## src/rtl/control_sequencer.sv

```systemverilog
// ----------------------------------------------------------------------------
// control_sequencer
// Microcoded control unit for the 8-bit bus CPU. A T-state counter steps
// through fetch (T0/T1) and opcode-dependent execute steps (T2..T5). The
// control word is a combinational decode of the current T-state, the opcode
// held by the instruction register and (in T2 only) the ALU flags; the
// datapath samples it on the next rising clock edge.
//
// This block is the sole owner of every bus enable and register load strobe,
// so each step lowers at most one bus-driving enable
// (n_ep, n_ce, n_ei, n_ea, n_eu).
// ----------------------------------------------------------------------------
module control_sequencer #(
   parameter bit EARLY_END = 1'b1   // 1: return to T0 after the last micro-step
) (
   input  logic        clk,
   input  logic        rst_n,
   input  logic [3:0]  opcode,
   input  logic        carry_flag,
   input  logic        zero_flag,
   output logic [14:0] ctrl,
   output logic [2:0]  stage,
   output logic        halted
);

   // ------------------------------------------------------------------------
   // Control word bit positions
   // ------------------------------------------------------------------------
   localparam int CP   = 0;   // PC increment, active-high
   localparam int N_EP = 1;   // PC to bus
   localparam int N_LP = 2;   // PC load
   localparam int N_LM = 3;   // MAR load
   localparam int N_CE = 4;   // RAM to bus
   localparam int N_WE = 5;   // RAM write
   localparam int N_LI = 6;   // IR load
   localparam int N_EI = 7;   // IR operand to bus
   localparam int N_LA = 8;   // A load
   localparam int N_EA = 9;   // A to bus
   localparam int SU   = 10;  // ALU subtract, active-high
   localparam int N_EU = 11;  // ALU to bus
   localparam int N_LB = 12;  // B load
   localparam int N_LO = 13;  // output register load
   localparam int LF   = 14;  // flags load, active-high

   // All active-low strobes deasserted, active-high strobes low.
   localparam logic [14:0] IDLE_WORD = 15'h3BFE;

   // ------------------------------------------------------------------------
   // Opcodes
   // ------------------------------------------------------------------------
   localparam logic [3:0] OP_LDA = 4'h0;
   localparam logic [3:0] OP_ADD = 4'h1;
   localparam logic [3:0] OP_SUB = 4'h2;
   localparam logic [3:0] OP_STA = 4'h3;
   localparam logic [3:0] OP_LDI = 4'h4;
   localparam logic [3:0] OP_JMP = 4'h5;
   localparam logic [3:0] OP_JC  = 4'h6;
   localparam logic [3:0] OP_JZ  = 4'h7;
   localparam logic [3:0] OP_OUT = 4'hE;
   localparam logic [3:0] OP_HLT = 4'hF;

   // Last legal T-state index; 6 and 7 are never entered in normal operation.
   localparam logic [2:0] STAGE_MAX = 3'd5;

   // Index of the final micro-step of each instruction (length - 1).
   function automatic logic [2:0] instr_last_stage(input logic [3:0] op);
      logic [2:0] last;
      case (op)
         OP_LDA:  last = 3'd3;
         OP_ADD:  last = 3'd4;
         OP_SUB:  last = 3'd4;
         OP_STA:  last = 3'd3;
         default: last = 3'd2;   // LDI, JMP, JC, JZ, OUT, HLT and NOPs
      endcase
      return last;
   endfunction

   // ------------------------------------------------------------------------
   // State
   // ------------------------------------------------------------------------
   logic [2:0]  stage_q;
   logic [2:0]  stage_d;
   logic        halted_q;
   logic        halted_d;
   logic [2:0]  last_stage_s;
   logic [14:0] ctrl_s;

   // State register: T-state counter and sticky halt flag.
   always_ff @(posedge clk or negedge rst_n) begin
      if (!rst_n) begin
         stage_q  <= 3'd0;
         halted_q <= 1'b0;
      end else begin
         stage_q  <= stage_d;
         halted_q <= halted_d;
      end
   end

   // Final T-state for the current instruction: its own length or always T5.
   always_comb begin
      last_stage_s = STAGE_MAX;
      if (EARLY_END) begin
         last_stage_s = instr_last_stage(opcode);
      end else begin
         last_stage_s = STAGE_MAX;
      end
   end

   // Next-state logic: advance, wrap to T0, or park at T0 once halted.
   always_comb begin
      stage_d  = stage_q;
      halted_d = halted_q;
      if (halted_q) begin
         stage_d  = 3'd0;
         halted_d = 1'b1;
      end else if (stage_q > STAGE_MAX) begin
         // Unreachable encodings recover to fetch.
         stage_d  = 3'd0;
         halted_d = 1'b0;
      end else if ((stage_q == 3'd2) && (opcode == OP_HLT)) begin
         stage_d  = 3'd0;
         halted_d = 1'b1;
      end else if (stage_q >= last_stage_s) begin
         // >= so an opcode change mid-instruction still returns to fetch.
         stage_d  = 3'd0;
         halted_d = 1'b0;
      end else begin
         stage_d  = stage_q + 3'd1;
         halted_d = 1'b0;
      end
   end

   // Output decode: control word from T-state, opcode and T2 flags.
   always_comb begin
      ctrl_s = IDLE_WORD;
      if (!rst_n || halted_q) begin
         // Reset shows IDLE immediately, without waiting for the flops.
         ctrl_s = IDLE_WORD;
      end else begin
         case (stage_q)
            3'd0: begin
               ctrl_s[N_EP] = 1'b0;
               ctrl_s[N_LM] = 1'b0;
            end
            3'd1: begin
               ctrl_s[N_CE] = 1'b0;
               ctrl_s[N_LI] = 1'b0;
               ctrl_s[CP]   = 1'b1;
            end
            3'd2: begin
               case (opcode)
                  OP_LDA, OP_ADD, OP_SUB, OP_STA: begin
                     ctrl_s[N_EI] = 1'b0;
                     ctrl_s[N_LM] = 1'b0;
                  end
                  OP_LDI: begin
                     ctrl_s[N_EI] = 1'b0;
                     ctrl_s[N_LA] = 1'b0;
                  end
                  OP_JMP: begin
                     ctrl_s[N_EI] = 1'b0;
                     ctrl_s[N_LP] = 1'b0;
                  end
                  OP_JC: begin
                     if (carry_flag) begin
                        ctrl_s[N_EI] = 1'b0;
                        ctrl_s[N_LP] = 1'b0;
                     end else begin
                        ctrl_s = IDLE_WORD;
                     end
                  end
                  OP_JZ: begin
                     if (zero_flag) begin
                        ctrl_s[N_EI] = 1'b0;
                        ctrl_s[N_LP] = 1'b0;
                     end else begin
                        ctrl_s = IDLE_WORD;
                     end
                  end
                  OP_OUT: begin
                     ctrl_s[N_EA] = 1'b0;
                     ctrl_s[N_LO] = 1'b0;
                  end
                  default: begin
                     // HLT and NOPs: no strobes in T2.
                     ctrl_s = IDLE_WORD;
                  end
               endcase
            end
            3'd3: begin
               case (opcode)
                  OP_LDA: begin
                     ctrl_s[N_CE] = 1'b0;
                     ctrl_s[N_LA] = 1'b0;
                  end
                  OP_ADD, OP_SUB: begin
                     ctrl_s[N_CE] = 1'b0;
                     ctrl_s[N_LB] = 1'b0;
                  end
                  OP_STA: begin
                     ctrl_s[N_EA] = 1'b0;
                     ctrl_s[N_WE] = 1'b0;
                  end
                  default: begin
                     ctrl_s = IDLE_WORD;
                  end
               endcase
            end
            3'd4: begin
               case (opcode)
                  OP_ADD: begin
                     ctrl_s[N_EU] = 1'b0;
                     ctrl_s[N_LA] = 1'b0;
                     ctrl_s[LF]   = 1'b1;
                  end
                  OP_SUB: begin
                     ctrl_s[N_EU] = 1'b0;
                     ctrl_s[N_LA] = 1'b0;
                     ctrl_s[LF]   = 1'b1;
                     ctrl_s[SU]   = 1'b1;
                  end
                  default: begin
                     ctrl_s = IDLE_WORD;
                  end
               endcase
            end
            default: begin
               // T5 and the unreachable encodings 6/7 carry no strobes.
               ctrl_s = IDLE_WORD;
            end
         endcase
      end
   end

   assign ctrl   = ctrl_s;
   assign stage  = stage_q;
   assign halted = halted_q;

endmodule

```

## config.mk

```make
export PLATFORM = sky130hd
export DESIGN_NAME = control_sequencer
export DESIGN_NICKNAME = d
export VERILOG_FILES = /design/src/rtl/control_sequencer.sv
export SDC_FILE = /design/constraint.sdc
export NUM_CORES = 1
export LEC_CHECK = 0
export CAP_MARGIN = 20
export CORE_AREA = 2 2 45 47
export DETAILED_ROUTE_END_ITERATION = 7
export DIE_AREA = 0 0 47 49
export PLACE_DENSITY_LB_ADDON = 0.08
export SLEW_MARGIN = 10
export SYNTH_ARGS = -nofsm -noshare
export SYNTH_HDL_FRONTEND = slang
export SYNTH_SLANG_ARGS = --single-unit
```

## constraint.sdc

```tcl
create_clock -name clk -period 1.6 [get_ports clk]
set_input_delay 0.16 -clock clk [delete_from_list [all_inputs] [get_ports clk]]
set_output_delay 0.16 -clock clk [all_outputs]
set_load 0.03 [all_outputs]
```

## After elaboration in Yosys (flattened, before gate mapping)

Index checks and enable logic that the tools add are counted.

- Flip-flop bits (word level): 4
- Latch bits: 0
- RAM bits: 0
- ROM bits: 0
- Input bits: 8
- Output and inout port bits: 19
- Word-level logic and storage cells: 58
- Memories kept: 0

- Add/subtract/negate cells: 1
- $mul: 0
- Divide/modulo/power cells: 0
- Magnitude comparators: 2
- Eq/ne operators: 13
- Shifts and indexed selects: 0
- Multiplexer cells: 30
- Bitwise logic cells: 0
- Reductions and logical operators: 10

Operator list:

| operator | count |
|---|---|
| $pmux 8 s3 | 1 |
| $mux 1 | 19 |
| $eq 4x3->1 const B | 4 |
| $mux 15 | 1 |
| $mux 3 | 4 |
| $eq 4x2->1 const B | 2 |
| $eq 4x4->1 const B | 2 |
| $eq 3x2->1 const B | 2 |
| $pmux 1 s3 | 2 |
| $pmux 3 s2 | 1 |
| $reduce_or 6->1 | 1 |
| $eq 4x1->1 const B | 1 |
| $logic_not 4->1 | 1 |
| $pmux 1 s2 | 2 |
| $reduce_or 2->1 | 2 |
| $reduce_or 4->1 | 1 |
| $add 3x1->3 const B | 1 |
| $eq 3x1->1 const B | 1 |
| $eq 3x3->1 const B | 1 |
| $ge 3x3->1 | 1 |
| $gt 3x3->1 const B | 1 |
| $logic_not 3->1 | 1 |
| $reduce_or 3->1 | 1 |
| $logic_and 1x1->1 | 1 |
| 2 further kinds | 2 |

## Logic depth before layout (Yosys ltp)

- Word-level depth: 8
- Mapped depth: 8
- Gate-level depth less buffers: 7

## Worst setup path after synthesis

No wires, ideal clock.

- Path type: register to output
- Start point: register stage_q[0] (netlist: stage[0])
- End point: output ctrl[10]
- Arrival: 1.936 ns
- Setup slack: -0.496 ns
- Stages on the path, launching flop included: 5
- Cell sequence: dfrtp_1 -> inv_1 -> ha_1 -> nand2_1 -> nor4_1

- Longest elaborated chain between the ends: 3
- Elaborated cells on any way between the ends: 5
- Those cells by class: eq/ne (3); mux (2)

RTL lines:

| item | RTL line | text |
|---|---|---|
| start, declared | 81 | `logic [2:0] stage_q;` |
| start signal, assigned | 94 | `stage_q <= stage_d;` |
| $eq 3x3->1 / $eq 3x2->1 (equally long branches) | 140 | `case (stage_q)` |
| $pmux 8 s3 (*) | 140 |  |
| $mux 15 (*) | 136 | `if (!rst_n \|\| halted_q) begin` |
| end, declared | 21 | `output logic [14:0] ctrl,` |

Every way passes the cells marked *; elsewhere a longest branch is shown, timed or not.

## Worst setup path after layout

- Start point: register stage_q[0] (netlist: stage[0])
- End point: output ctrl[2]

- Longest elaborated chain between the ends: 3

RTL lines:

| item | RTL line |
|---|---|
| $eq 3x2->1 | 140 |
| $mux 1 | n/a |
| $mux 15 | 136 |

Every way passes these cells.

==> summary.md <==
| Metric | Value |
|---|---|
| Static leakage | between 0.6 and 0.7 nW |
| Detail Route Antenna Nets | 0 |
| Placed cell count | roughly 160 |
| Clock-pin slew on the worst setup and hold paths | 0.04 ns |
| Crit path cell chain | inv_4 > ha_4 > and2b_1 > nand2_2 > or4b_4 > buf_6 |
| Hold Fails Final Rpt | 0 |
| Startpoint types | register |
| Syn_area_per_cell | about 8.0 µm² |
| Number of global-route vias before repair | 854 |
| Fin crit share | 120.2% |
| Pre-CTS setup slack | -0.6841 ns |
| Drt wl/cell | ~14 µm |
| Delay-heaviest family, CP | simple AND/OR/NAND/NOR gates |
| Nets | 162 |
| Largest buffer count on any clock path | 2 |
| Pin count of the biggest net entering global routing | 8 |
| # fillers | about 140 |
| Distinct cells, synth | 30 |
| Clock root buffer | clkbuf_4 |
| IR drop worst, VDD | 0.3381 mV |
| # setup viols final | 14 |
| Area of the mapped netlist | between 600 and 700 µm² |
| Slack of the critical path | -0.3237 ns |
| Post-synthesis sequential area ratio | 15.72% |
| Sink Count | 4 |
| Initial Utilization | 34.58% |
| M1 GR Usage | roughly 34% |
| Area of placed instances | 1170 µm² |
| Worst path buffer plus inverter count | 2 |
| Crit end category | output pin |
| CP required | 1.44 ns |
| Yosys warning total | 0 |
| Reg-to-reg endpoint | stage[2] |
| Status | finished, violations left |
| First-pass GRT wire length | 4071 µm |
| # rows | 16 |
| Routed wire length | 2422 µm |
| Pwr/cell area | 237.4 nW/µm² |
| Initial antenna violation count | 0 |
| Via count | ~840 |
| Die area | 2303 µm² |
| Top cell type's share of synthesized area | 15.72% |
| Yosys top cell by area | dfrtp_1 |
| RSZ-0062 raised after global routing | true |
| Tot GR Track Use | between 20% and 30% |
| Average vias per placed instance | around 5 |
| Crit-path max cell delay | 0.51 ns |
| Final clock skew | 0.006834 ns |
| Initial DRC Count | 12 |
| Gpl congestion | 0.8407 |
| Worst Hold Class | input port to asynchronous set/reset pin |
| Synthesized Nets | 96 |
| Port bufs | 26 |
| Die height | roughly 49 µm |
| Setup CP Type | register to output pin |
| Fin. max-slew vios | 0 |
| Post-DP HPWL | 1613 µm |
| Reg-to-reg startpoint | stage[0] |
| Hold bufs inserted after CTS | 0 |
| Synthesis-to-finish area growth | 129.1% |
| Final Instance Area | 1459 µm² |
| Met3 usage | 4.074% |
| IO Count | 27 |
| ANT cells | 0 |
| Synth top area cells | dfrtp_1 16%, ha_1 16%, inv_1 5.3% |
| Min Tclk post-route | 1.924 ns |
| Worst-Skew Late Latency | between 0.2 and 0.25 ns |
| Area of the core | 1842 µm² |
| Max Freq | 0.5198 GHz |
| Post-Syn Instances | 80 |
| Most Crowded Layer GR | met2 |
| Drt drc | 0 |
| Power after layout | 346.4 µW |
| Pre-antenna DRT Iters | 2 |
| Max_slew headroom | between 70% and 80% |
| CP max-delay cell | or4b_4 |
| Grt total ovfl | 0 |
| Least-Margin Pin Slew | between 0.3 and 0.4 ns |
| Max_cap viols | 0 |
| R2R Setup Slk | 0.08 ns |
| Worst Reg-to-Reg Cells | 7 |
| CTS tree | built |
| Num CTS Buffers | 3 |
| CP Max Fanout | 3 |
| FF+latch count, synth | 4 |
| Met2 usage in global routing | 36.30% |
| Failing checks | setup timing |
| Final Non-Filler Cells | 172 |
| Die extent in x | 47 µm |
| Share of cells above drive strength 1 | between 60% and 70% |
| Worst endpoint data arrival time | 1.76 ns |
| H-tree levels | 1 |
==> cell type report <==
type,instances,area [µm²],area share [%]
inverters,9,38.79,2.659
clock buffers,4,26.28,1.801
well taps,27,33.78,2.316
multi-input cells,64,688.2,47.17
flip-flops and latches,4,103.9,7.118
repair buffers,64,568.0,38.94
==> cells in the final DEF, fill, tap and decap left out, types with 3 or more instances in the layout <==
cell	count
a211oi_2	3
buf_4	35
buf_6	18
clkbuf_4	3
clkdlybuf4s50_1	4
dfrtp_2	3
ha_4	5
inv_1	5
nand2_1	3
nand2b_4	3
nand3_1	5
nor2_1	5
o21ai_0	4
==> metrics by stage <==
| step | utilization, % | hold WS [ns] | TNS, ns |
|---|---|---|---|
| floorplan | - | -0.1356 | -0.5288 |
| global placement | 63.52 | 0.4512 | -6.172 |
| detailed placement | 63.52 | 0.4565 | -6.476 |
| CTS | 76.29 | 0.2013 | -2.736 |
| global route | 79.21 | 0.2149 | -3.393 |
| finish | 79.21 | 0.2272 | -2.185 |
==> power breakdown <==
part	total, mW	leakage, nW	switching [mW]	internal, mW
combinational	0.104	0.603	0.0503	0.0536
sequential	0.102	0.0457	0	0.102
clock	0.141	0.0150	0.0469	0.0939
total	0.346	0.664	0.0972	0.249
==> cells in the mapped netlist (all sizes together) <==
master	count
o31ai	1
nand3	6
nor4	2
a21o	2
nor2	7
buf	3
and2b	2
or2	1
ha	8
a211oi	3
o2111ai	2
o21ai	5
nand2b	4
or4	1
inv	9
dfrtp	4
xnor2	1
mux2i	2
nor2b	2
or4b	1
o41ai	1
and3	1
nand2	6
a21oi	1
nand4	2
o21a	1
o22ai	1
nor4b	1
==> state kept, by name, indices dropped and copies added (netlist names) <==
register	flops
stage	3
halted	1
==> repair_timing <==
item,in CTS,in global routing
pin swaps,13,8
buffers inserted,6,1
cloned,0,0
endpoints found under the hold margin,0,0
gates resized for setup,87,17
endpoints found under the setup margin,17,20
==> kinds of logic (layout without fill, tap and decap cells) <==
family	after synthesis	in the layout	synth area share, %
simple gates	36	36	33.40
mux	2	2	3.144
buf+inv	12	77	10.61
compound gates	17	17	18.86
flops	4	4	15.72
fa+ha+maj	8	8	15.72
xor+xnor	1	1	2.555
==> metal layers <==
metal / vias up / share of wire, % / routed length [µm]
li1: 424 / - / -
met1: 404 / 44 / 1076
met2: 13 / 55 / 1320
met3: 0 / 1.1 / 26
met4: 0 / 0 / 0
met5: - / 0 / 0
==> how the worst max path moves through the flow <==
stage	start	endpoint	slack (ns)	depth (start not counted)
after floorplan	stage[0]	ctrl[11]	-0.21	5
after global placement	opcode[0]	ctrl[8]	-0.65	5
after detailed placement	opcode[1]	ctrl[8]	-0.68	5
after CTS	stage[0]	ctrl[2]	-0.33	6
after global routing	stage[0]	ctrl[2]	-0.40	6
final	stage[0]	ctrl[2]	-0.32	6
(Power assumes the default switching activity.)
